**src/rtl/alu_result_bcd_converter.sv**
```systemverilog
// Sequential double-dabble converter: turns the ALU result Z into sign + packed BCD.
// One bit per clock, with a valid/ready handshake on each side.
module alu_result_bcd_converter #(
  parameter int unsigned IN_WIDTH = 16,
  parameter int unsigned DIGITS   = 5
) (
  input  logic                  clk,
  input  logic                  rst,
  input  logic                  in_valid,
  output logic                  in_ready,
  input  logic [IN_WIDTH-1:0]   in_data,
  input  logic                  in_signed,
  output logic                  out_valid,
  input  logic                  out_ready,
  output logic [DIGITS*4-1:0]   out_bcd,
  output logic                  out_neg,
  output logic                  busy
);

  localparam int unsigned BcdW  = DIGITS * 4;
  localparam int unsigned WorkW = BcdW + IN_WIDTH;
  localparam int unsigned CntW  = $clog2(IN_WIDTH + 1);

  typedef enum logic [1:0] {StIdle, StShift, StDone} state_e;

  state_e            state_q, state_d;
  logic [WorkW-1:0]  work_q, work_d;
  logic [CntW-1:0]   cnt_q, cnt_d;
  logic              neg_q, neg_d;
  logic [BcdW-1:0]   out_bcd_q, out_bcd_d;
  logic              out_neg_q, out_neg_d;
  logic              out_valid_q, out_valid_d;

  logic              is_neg;
  logic [IN_WIDTH-1:0] mag;
  logic [WorkW-1:0]  adj;
  logic [WorkW-1:0]  shifted;

  // Negating 0x8000 yields 0x8000, which read unsigned is the wanted 32768.
  assign is_neg = in_signed & in_data[IN_WIDTH-1];
  assign mag    = is_neg ? -in_data : in_data;

  always_comb begin
    adj = work_q;
    for (int i = 0; i < int'(DIGITS); i++) begin
      if (adj[IN_WIDTH+4*i +: 4] >= 4'd5) begin
        adj[IN_WIDTH+4*i +: 4] = adj[IN_WIDTH+4*i +: 4] + 4'd3;
      end
    end
    shifted = {adj[WorkW-2:0], 1'b0};
  end

  always_comb begin
    state_d     = state_q;
    work_d      = work_q;
    cnt_d       = cnt_q;
    neg_d       = neg_q;
    out_bcd_d   = out_bcd_q;
    out_neg_d   = out_neg_q;
    out_valid_d = out_valid_q;
    unique case (state_q)
      StIdle: begin
        if (in_valid) begin
          work_d  = {{BcdW{1'b0}}, mag};
          neg_d   = is_neg;
          cnt_d   = CntW'(IN_WIDTH);
          state_d = StShift;
        end
      end
      StShift: begin
        work_d = shifted;
        cnt_d  = cnt_q - CntW'(1);
        if (cnt_q == CntW'(1)) begin
          out_bcd_d   = shifted[WorkW-1 -: BcdW];
          out_neg_d   = neg_q;
          out_valid_d = 1'b1;
          state_d     = StDone;
        end
      end
      StDone: begin
        if (out_ready) begin
          out_valid_d = 1'b0;
          state_d     = StIdle;
        end
      end
      default: state_d = StIdle;
    endcase
  end

  always_ff @(posedge clk) begin
    if (rst) begin
      state_q     <= StIdle;
      work_q      <= '0;
      cnt_q       <= '0;
      neg_q       <= 1'b0;
      out_bcd_q   <= '0;
      out_neg_q   <= 1'b0;
      out_valid_q <= 1'b0;
    end else begin
      state_q     <= state_d;
      work_q      <= work_d;
      cnt_q       <= cnt_d;
      neg_q       <= neg_d;
      out_bcd_q   <= out_bcd_d;
      out_neg_q   <= out_neg_d;
      out_valid_q <= out_valid_d;
    end
  end

  assign in_ready  = (state_q == StIdle) && !rst;
  assign busy      = (state_q == StShift);
  assign out_valid = out_valid_q;
  assign out_bcd   = out_bcd_q;
  assign out_neg   = out_neg_q;

endmodule

```
**config.mk**
```make
export PLATFORM = sky130hd
export DESIGN_NAME = alu_result_bcd_converter
export DESIGN_NICKNAME = d
export VERILOG_FILES = /design/src/rtl/alu_result_bcd_converter.sv
export SDC_FILE = /design/constraint.sdc
export NUM_CORES = 1
export LEC_CHECK = 0
export CORE_AREA = 2 2 86 88
export DETAILED_ROUTE_END_ITERATION = 10
export DIE_AREA = 0 0 88 90
export MAX_ROUTING_LAYER = met4
export PLACE_DENSITY = 0.75
export SYNTH_ARGS = -nofsm -noshare
export SYNTH_HDL_FRONTEND = slang
export SYNTH_SLANG_ARGS = --single-unit
```
**constraint.sdc**
```tcl
create_clock -name clk -period 2.1 [get_ports clk]
set_input_delay 0.315 -clock clk [delete_from_list [all_inputs] [get_ports clk]]
set_output_delay 0.315 -clock clk [all_outputs]
set_load 0.02 [all_outputs]
```
==> impl_metrics.csv, run 1 <==
group,metric,value,unit
outcome,status,"finished, final reports clean",
floorplan,num_io_pins,45,
sta,maxSlewViolCount,0,
critical_path,r2r_cells,6,
sta,setup_viol_count_final,0,
cts,htreeDepth,3,
sta,slew_headroom,63.9,%
synth,synth_area_per_cell,8.20,µm²
sta,rsz0062_at_grt,"no",
synth,netlist_area,3390,µm²
synth,synth_cells,414,
sta,timing.final.crit_share,93.6,%
synth,synthSimpleGateAreaFrac,23.9,%
cts,cts_tree,"yes",
finish,design_area,4220,µm²
critical_path,start_kind,"flop",
cts,holdBufCountCts,0,
placement,place.gp.congestion,0.874,
cts,max-clock-path-buffers,2,
drt,wl_per_cell,14.1,µm
critical_path,slowest_stage,"clkdlybuf4s50_1",
synth,synth_flop_cell,"dfxtp_1",
cts,numCtsBuffers,9,
power,power,2.79,mW
global_routing,grt-ovfl-total,0,
power,leakagePower,1.50,nW
synth,synth.distinct_cells,56,
synth,synth_top_family_by_area,"simple AND/OR/NAND/NOR gates",
floorplan,core,7020,µm²
critical_path,r2r-start,"cnt_q[1]$_SDFFE_PP0P_",
synth,synth_top_area_share,38.9,%
drt,dr.pass1.iters,4,
global_routing,grt.total_usage,22.0,%
cts,clkSinkCount,66,
hold_path,hold_class,"flop to flop",
floorplan,chipHeight,90,µm
finish,syn_to_final_growth,24.4,%
floorplan,fp.dieArea,7920,µm²
synth,async_flop_share,0,%
synth,yosys.area_share.adder,4.79,%
job,max-cap-violations,0,
critical_path,cp_cell_sequence,"nand2b_1 > inv_2 > clkdlybuf4s50_1",
critical_path,cp.required,1780,ps
critical_path,crit_type,"flop to primary output",
cts,cts-root-buf,"clkbuf_8",
sta,fmax,0.509,GHz
cts,clkTransAtPathRegs,80,ps
finish,finalNetCount,503,
placement,placed_area,4030,µm²
sta,hold_viol,0,
synth,ys_ff_latch,66,
hold_path,hold_end,"work_q[33]$_SDFFE_PP0P_",
floorplan,start_util,48.3,%
floorplan,die_x,88,µm
synth,yosys_warnings,0,
critical_path,ff2ff_setup_slack,160,ps
placement,dpl.hpwl,5930,µm
power,vdd_drop_max,0.360,mV
sta,finalClockSkew,6.91,ps
synth,synth_edf_count,0,
critical_path,r2r-end,"out_bcd[6]$_SDFFE_PP0P_",
synth,synth_compound_area_share,21.2,%
synth,synth_xor_area_share,2.84,%
cts,insertion_delay,340,ps
drt,dr.first_iter.drc_count,167,
critical_path,crit_path_end_kind,"primary output",
critical_path,crit_arrival,1650,ps
critical_path,path_delay_family,"buffers and inverters",
synth,ys_seq_area_share,38.9,%
drt,wl,8100,µm
drt,via_per_inst,5.61,
placement,portBuffers,44,
drt,detail-route-antenna-nets,0,
synth,syn_nets,448,
critical_path,critical_path_buf_inv_count,2,
power,p_per_area,660,nW/µm²
global_routing,grt_max_degree,29,
global_routing,grt_pass1_wl,13700,µm
sta,post-route-min-period,1970,ps
global_routing,antenna_found_initial,0,
hold_path,whs_path_depth,2,
critical_path,crit_fanout,9,
synth,muxShareOfSynthArea,2.88,%
drt,drc,0,
synth,synth_top_area_cell,"dfxtp_1",
finish,diodes,0,
critical_path,slowest_delay,600,ps
global_routing,grt_pass1_vias,3035,
drt,dr_total_vias,3213,
finish,layout-drive-gt1-share,11.4,%
sta,tightest_slew,541,ps
synth,yosys-top-cells-area,"dfxtp_1 39%, a21oi_1 5.6%, ha_1 4.8%",
floorplan,num_rows,31,
hold_path,worstHoldStart,"work_q[33]$_SDFFE_PP0P_",
==> worst reg2reg max path, stage by stage (launching register included) <==
cell and delay [ps]:
dfxtp_1 330, inv_1 90, ha_1 150, or4b_1 550, nor2_8 320, nand2_2 210, o22ai_1 220
==> how the worst max path moves through the flow <==
| stage | startpoint | end | slack (ps) | depth (start not counted) |
|---|---|---|---|---|
| final | state_q[1]$_SDFFE_PP0P_ | busy | 130 | 3 |
| after global routing | cnt_q[1]$_SDFFE_PP0P_ | out_bcd[14]$_SDFFE_PP0P_ | 2 | 6 |
| after CTS | state_q[0]$_SDFFE_PP0P_ | busy | 50 | 3 |
| after detailed placement | in_data[1] | work_q[10]$_SDFFE_PP0P_ | -10 | 7 |
| after global placement | in_data[5] | work_q[15]$_SDFFE_PP0P_ | 30 | 5 |
| after floorplan | rst | in_ready | 410 | 4 |
==> metal layers <==
metal | wire [µm] | global-route usage [%] | share of wire [%]
met4 | 110 | 6.79 | 1.4
met1 | 3730 | 27.5 | 46
met2 | 3930 | 35.5 | 48
met5 | 0 | - | 0
met3 | 333 | 4.50 | 4.1
==> timing repair <==
action | in CTS | in global routing
setup buffers | 0 | 0
endpoints found under the setup margin | 0 | 1
hold endpoints to repair | 0 | 0
gates resized for setup | 0 | 1
==> state kept, by name, indices dropped and copies added (netlist names) <==
signal,flops
work_q,36
out_bcd,20
cnt_q,5
state_q,2
neg_q,1
out_neg,1
out_valid,1
==> synth_stat cells (7+ instances only) <==
master and n:
o21ai_1 22, nor2_1 26, o21ai_0 14, inv_1 20
a211oi_1 7, nor3_1 12, clkbuf_1 15, nor3b_1 8
a21oi_1 38, xnor2_1 8, o22ai_1 14, nand2_1 33
dfxtp_1 66, nand3_1 28, ha_1 13
==> kinds of logic (layout without fill, tap and decap cells) <==
| logic type | after synthesis | in the layout |
|---|---|---|
| compound gates | 121 | 121 |
| xor+xnor | 11 | 11 |
| fa+ha+maj | 13 | 13 |
| buf+inv | 45 | 105 |
| flops | 66 | 66 |
| mux | 9 | 9 |
| simple gates | 149 | 149 |
==> cells in the final DEF (no fill, tap or decap), types with 3 or more instances in the layout <==
master / synthesis / routed
clkbuf_8: 0 / 9
a211oi_1: 7 / 7
o22ai_1: 14 / 14
a211o_1: 3 / 3
or3_1: 3 / 3
nor4_1: 4 / 4
mux2i_1: 3 / 3
nand3_1: 28 / 28
o21ai_0: 14 / 14
a22oi_1: 3 / 3
clkinv_2: 0 / 3
xnor2_1: 8 / 8
dfxtp_1: 66 / 65
nand2b_1: 6 / 6
a31oi_1: 5 / 5
ha_1: 13 / 13
nor2_1: 26 / 26
a21oi_1: 38 / 38
o21ai_1: 22 / 22
nand2_1: 33 / 33
and3_1: 3 / 3
xor2_1: 3 / 3
nor3b_1: 8 / 8
and2_1: 5 / 5
buf_4: 1 / 24
clkdlybuf4s50_1: 0 / 43
inv_1: 20 / 20
nor3_1: 12 / 12
mux2_2: 6 / 6
==> power breakdown <==
group          switching, mW  internal, mW
Clock                  0.496         0.545
Sequential            0.0342          1.30
Combinational          0.236         0.176
==> per-stage QoR <==
step	instances	util (%)	hold slack (ps)	setup slack, ps	setup TNS, ps
CTS	573	60.1	465	47.0	0
detailed placement	557	57.4	456	-13.5	-13.5
global placement	557	57.4	451	32.3	0
floorplan	414	-	441	407	0
finish	573	60.1	461	134	0
global route	573	60.1	490	2.43	0
==> layout make-up <==
| type | count | area [µm²] |
|---|---|---|
| multi-input cells | 303 | 1890 |
| inverters | 21 | 78.8 |
| fillers | 627 | 2800 |
| repair buffers | 68 | 616 |
| flip-flops and latches | 66 | 1320 |
| well taps | 99 | 124 |
| clock buffers | 9 | 124 |
| clock inverters | 7 | 70.1 |
Note: power is estimated with default switching activity, not from simulation.
==> run 2, diff against run 1 <==
Settings changed: TNS_END_PERCENT from default to 100.
==> results of run 2 <==
The final DEF is identical to that of run 1; final timing and power are the same.
==> run 3, diff against run 2 <==
Settings changed: CORE_AREA 2 2 86 88 to 2 2 84 86, DIE_AREA 0 0 88 90 to 0 0 86 88, PLACE_DENSITY 0.75 to 0.78.
==> impl_metrics.csv, run 3 (synthesis gave the netlist of run 1 again) <==
group,metric,value,unit
cts,cts-root-buf,"clkbuf_8",
critical_path,crit_path_end_kind,"primary output",
floorplan,num_io_pins,45,
cts,insertion_delay,340,ps
cts,cts_tree,"yes",
critical_path,critPathLaunch,"state_q[1]$_SDFFE_PP0P_",
floorplan,die_x,86,µm
drt,dr.pass1.iters,4,
sta,timing.final.crit_share,94.3,%
sta,finalClockSkew,8.77,ps
critical_path,r2r-start,"cnt_q[1]$_SDFFE_PP0P_",
power,vdd_drop_max,0.499,mV
drt,wl,7900,µm
global_routing,grt.total_usage,22.9,%
cts,numCtsBuffers,9,
drt,wl_met2,4050,µm
sta,maxSlewViolCount,0,
sta,whs,467,ps
global_routing,grt_max_degree,30,
sta,post-route-min-period,1980,ps
global_routing,antenna_found_initial,0,
drt,detail-route-antenna-nets,0,
floorplan,core,6640,µm²
drt,met1_length,3360,µm
power,leakagePower,1.53,nW
critical_path,slowest_delay,600,ps
sta,tightest_slew,474,ps
critical_path,crit_arrival,1660,ps
drt,drc,0,
critical_path,path_delay_family,"buffers and inverters",
finish,fillCellCount,565,
placement,portBuffers,44,
sta,finalSetupTns,0,ps
sta,rsz0062_at_grt,"no",
critical_path,r2r_cells,7,
sta,fmax,0.505,GHz
critical_path,slowest_stage,"clkdlybuf4s50_1",
floorplan,fp.dieArea,7570,µm²
critical_path,crit_fanout,9,
finish,mostFrequentLayoutCells,"65 x dfxtp_1, 43 x clkdlybuf4s50_1, 38 x a21oi_1, 33 x nand2_1, 28 x nand3_1",
sta,hold_viol,0,
cts,postCtsSetupBuffers,0,
job,max-cap-violations,0,
cts,htreeDepth,3,
outcome,status,"finished, final reports clean",
finish,layout-drive-gt1-share,11.4,%
critical_path,crit_type,"flop to primary output",
finish,largest_reg_flops,36,
sta,slew_headroom,68.4,%
finish,layout_commonest_cell,"dfxtp_1",
critical_path,start_kind,"flop",
drt,routed.top_layer,"met4",
floorplan,start_util,51.1,%
cts,clkSinkCount,66,
finish,largest-register,"work_q",
global_routing,grt_pass1_vias,3023,
placement,dpl.hpwl,5800,µm
sta,setup_viol_count_final,0,
floorplan,chipHeight,88,µm
global_routing,grt_pass1_wl,13400,µm
floorplan,num_rows,30,
critical_path,cp.required,1780,ps
drt,wl_per_cell,14.3,µm
critical_path,ff2ff_setup_slack,230,ps
critical_path,critical_path_buf_inv_count,2,
critical_path,r2r-end,"out_bcd[3]$_SDFFE_PP0P_",
placement,place.gp.congestion,0.879,
finish,finalNetCount,504,
drt,dr_total_vias,3197,
cts,clkTransAtPathRegs,70,ps
drt,via_per_inst,5.77,
drt,met3WireLength,365,µm
finish,syn_to_final_growth,25.3,%
cts,max-clock-path-buffers,2,
critical_path,cp_cell_sequence,"nand2b_1 > inv_2 > clkdlybuf4s50_1",
power,p_per_area,711,nW/µm²
critical_path,endpoint,"busy",
global_routing,grt-ovfl-total,0,
drt,dr.first_iter.drc_count,168,
finish,diodes,0,
critical_path,cp_num_cells,3,
hold_path,hold_class,"flop to flop",
==> run 3: worst min-delay path by stage <==
stage                                   from                       end  cells after the start
floorplan            work_q[33]$_SDFFE_PP0P_   work_q[33]$_SDFFE_PP0P_                      2
global placement    out_bcd[13]$_SDFFE_PP0P_  out_bcd[13]$_SDFFE_PP0P_                      2
detailed placement  out_bcd[17]$_SDFFE_PP0P_  out_bcd[17]$_SDFFE_PP0P_                      2
CTS                                      rst   out_bcd[0]$_SDFFE_PP0P_                      3
global route                             rst    work_q[0]$_SDFFE_PP0P_                      3
finish              out_bcd[17]$_SDFFE_PP0P_  out_bcd[17]$_SDFFE_PP0P_                      2
==> run 3: through the flow <==
step | instances | power, mW | cell area, µm² | worst slack, ps | util [%]
floorplan | 414 | 1.60 | 3390 | 407 | -
global placement | 539 | 1.76 | 4010 | 69.3 | 60.4
detailed placement | 539 | 1.77 | 4010 | 17.1 | 60.4
CTS | 554 | 3.04 | 4250 | 46.8 | 64.0
global route | 554 | 3.16 | 4250 | 18.3 | 64.0
finish | 554 | 3.02 | 4250 | 120 | 64.0
==> run 3: worst reg2reg max path: stages, from the launching register on <==
cell,delay (ps)
dfxtp_1,320
inv_1,80
ha_1,140
or4b_1,550
nor2_8,280
buf_4,190
nor2_1,40
a211oi_1,190
==> run 3: area by class of cell <==
| class | count | area, µm² | area share [%] |
|---|---|---|---|
| Clock buffer | 10 | 138 | 3.24 |
| Timing Repair Buffer | 69 | 623 | 14.7 |
| Inverter | 21 | 78.8 | 1.85 |
| Tap cell | 80 | 100 | 2.35 |
| Clock inverter | 5 | 103 | 2.41 |
| Multi-Input combinational cell | 303 | 1890 | 44.4 |
| Sequential cell | 66 | 1320 | 31.1 |
==> run 3: what timing repair did <==
action | in CTS | in global routing
resized for setup | 0 | 1
setup endpoints to repair | 0 | 1
hold buffers | 0 | 0
==> run 3: layer usage <==
metal / track usage [%] / up-vias
met4: 7.36 / 0
met2: 40.4 / 73
met1: 25.0 / 1501
met5: - / -
met3: 6.22 / 11
li1: - / 1612
==> run 3: power breakdown <==
group	total [mW]	internal, mW	switching [mW]
Combinational	0.408	0.175	0.233
Sequential	1.34	1.30	0.0348
Clock	1.28	0.812	0.468
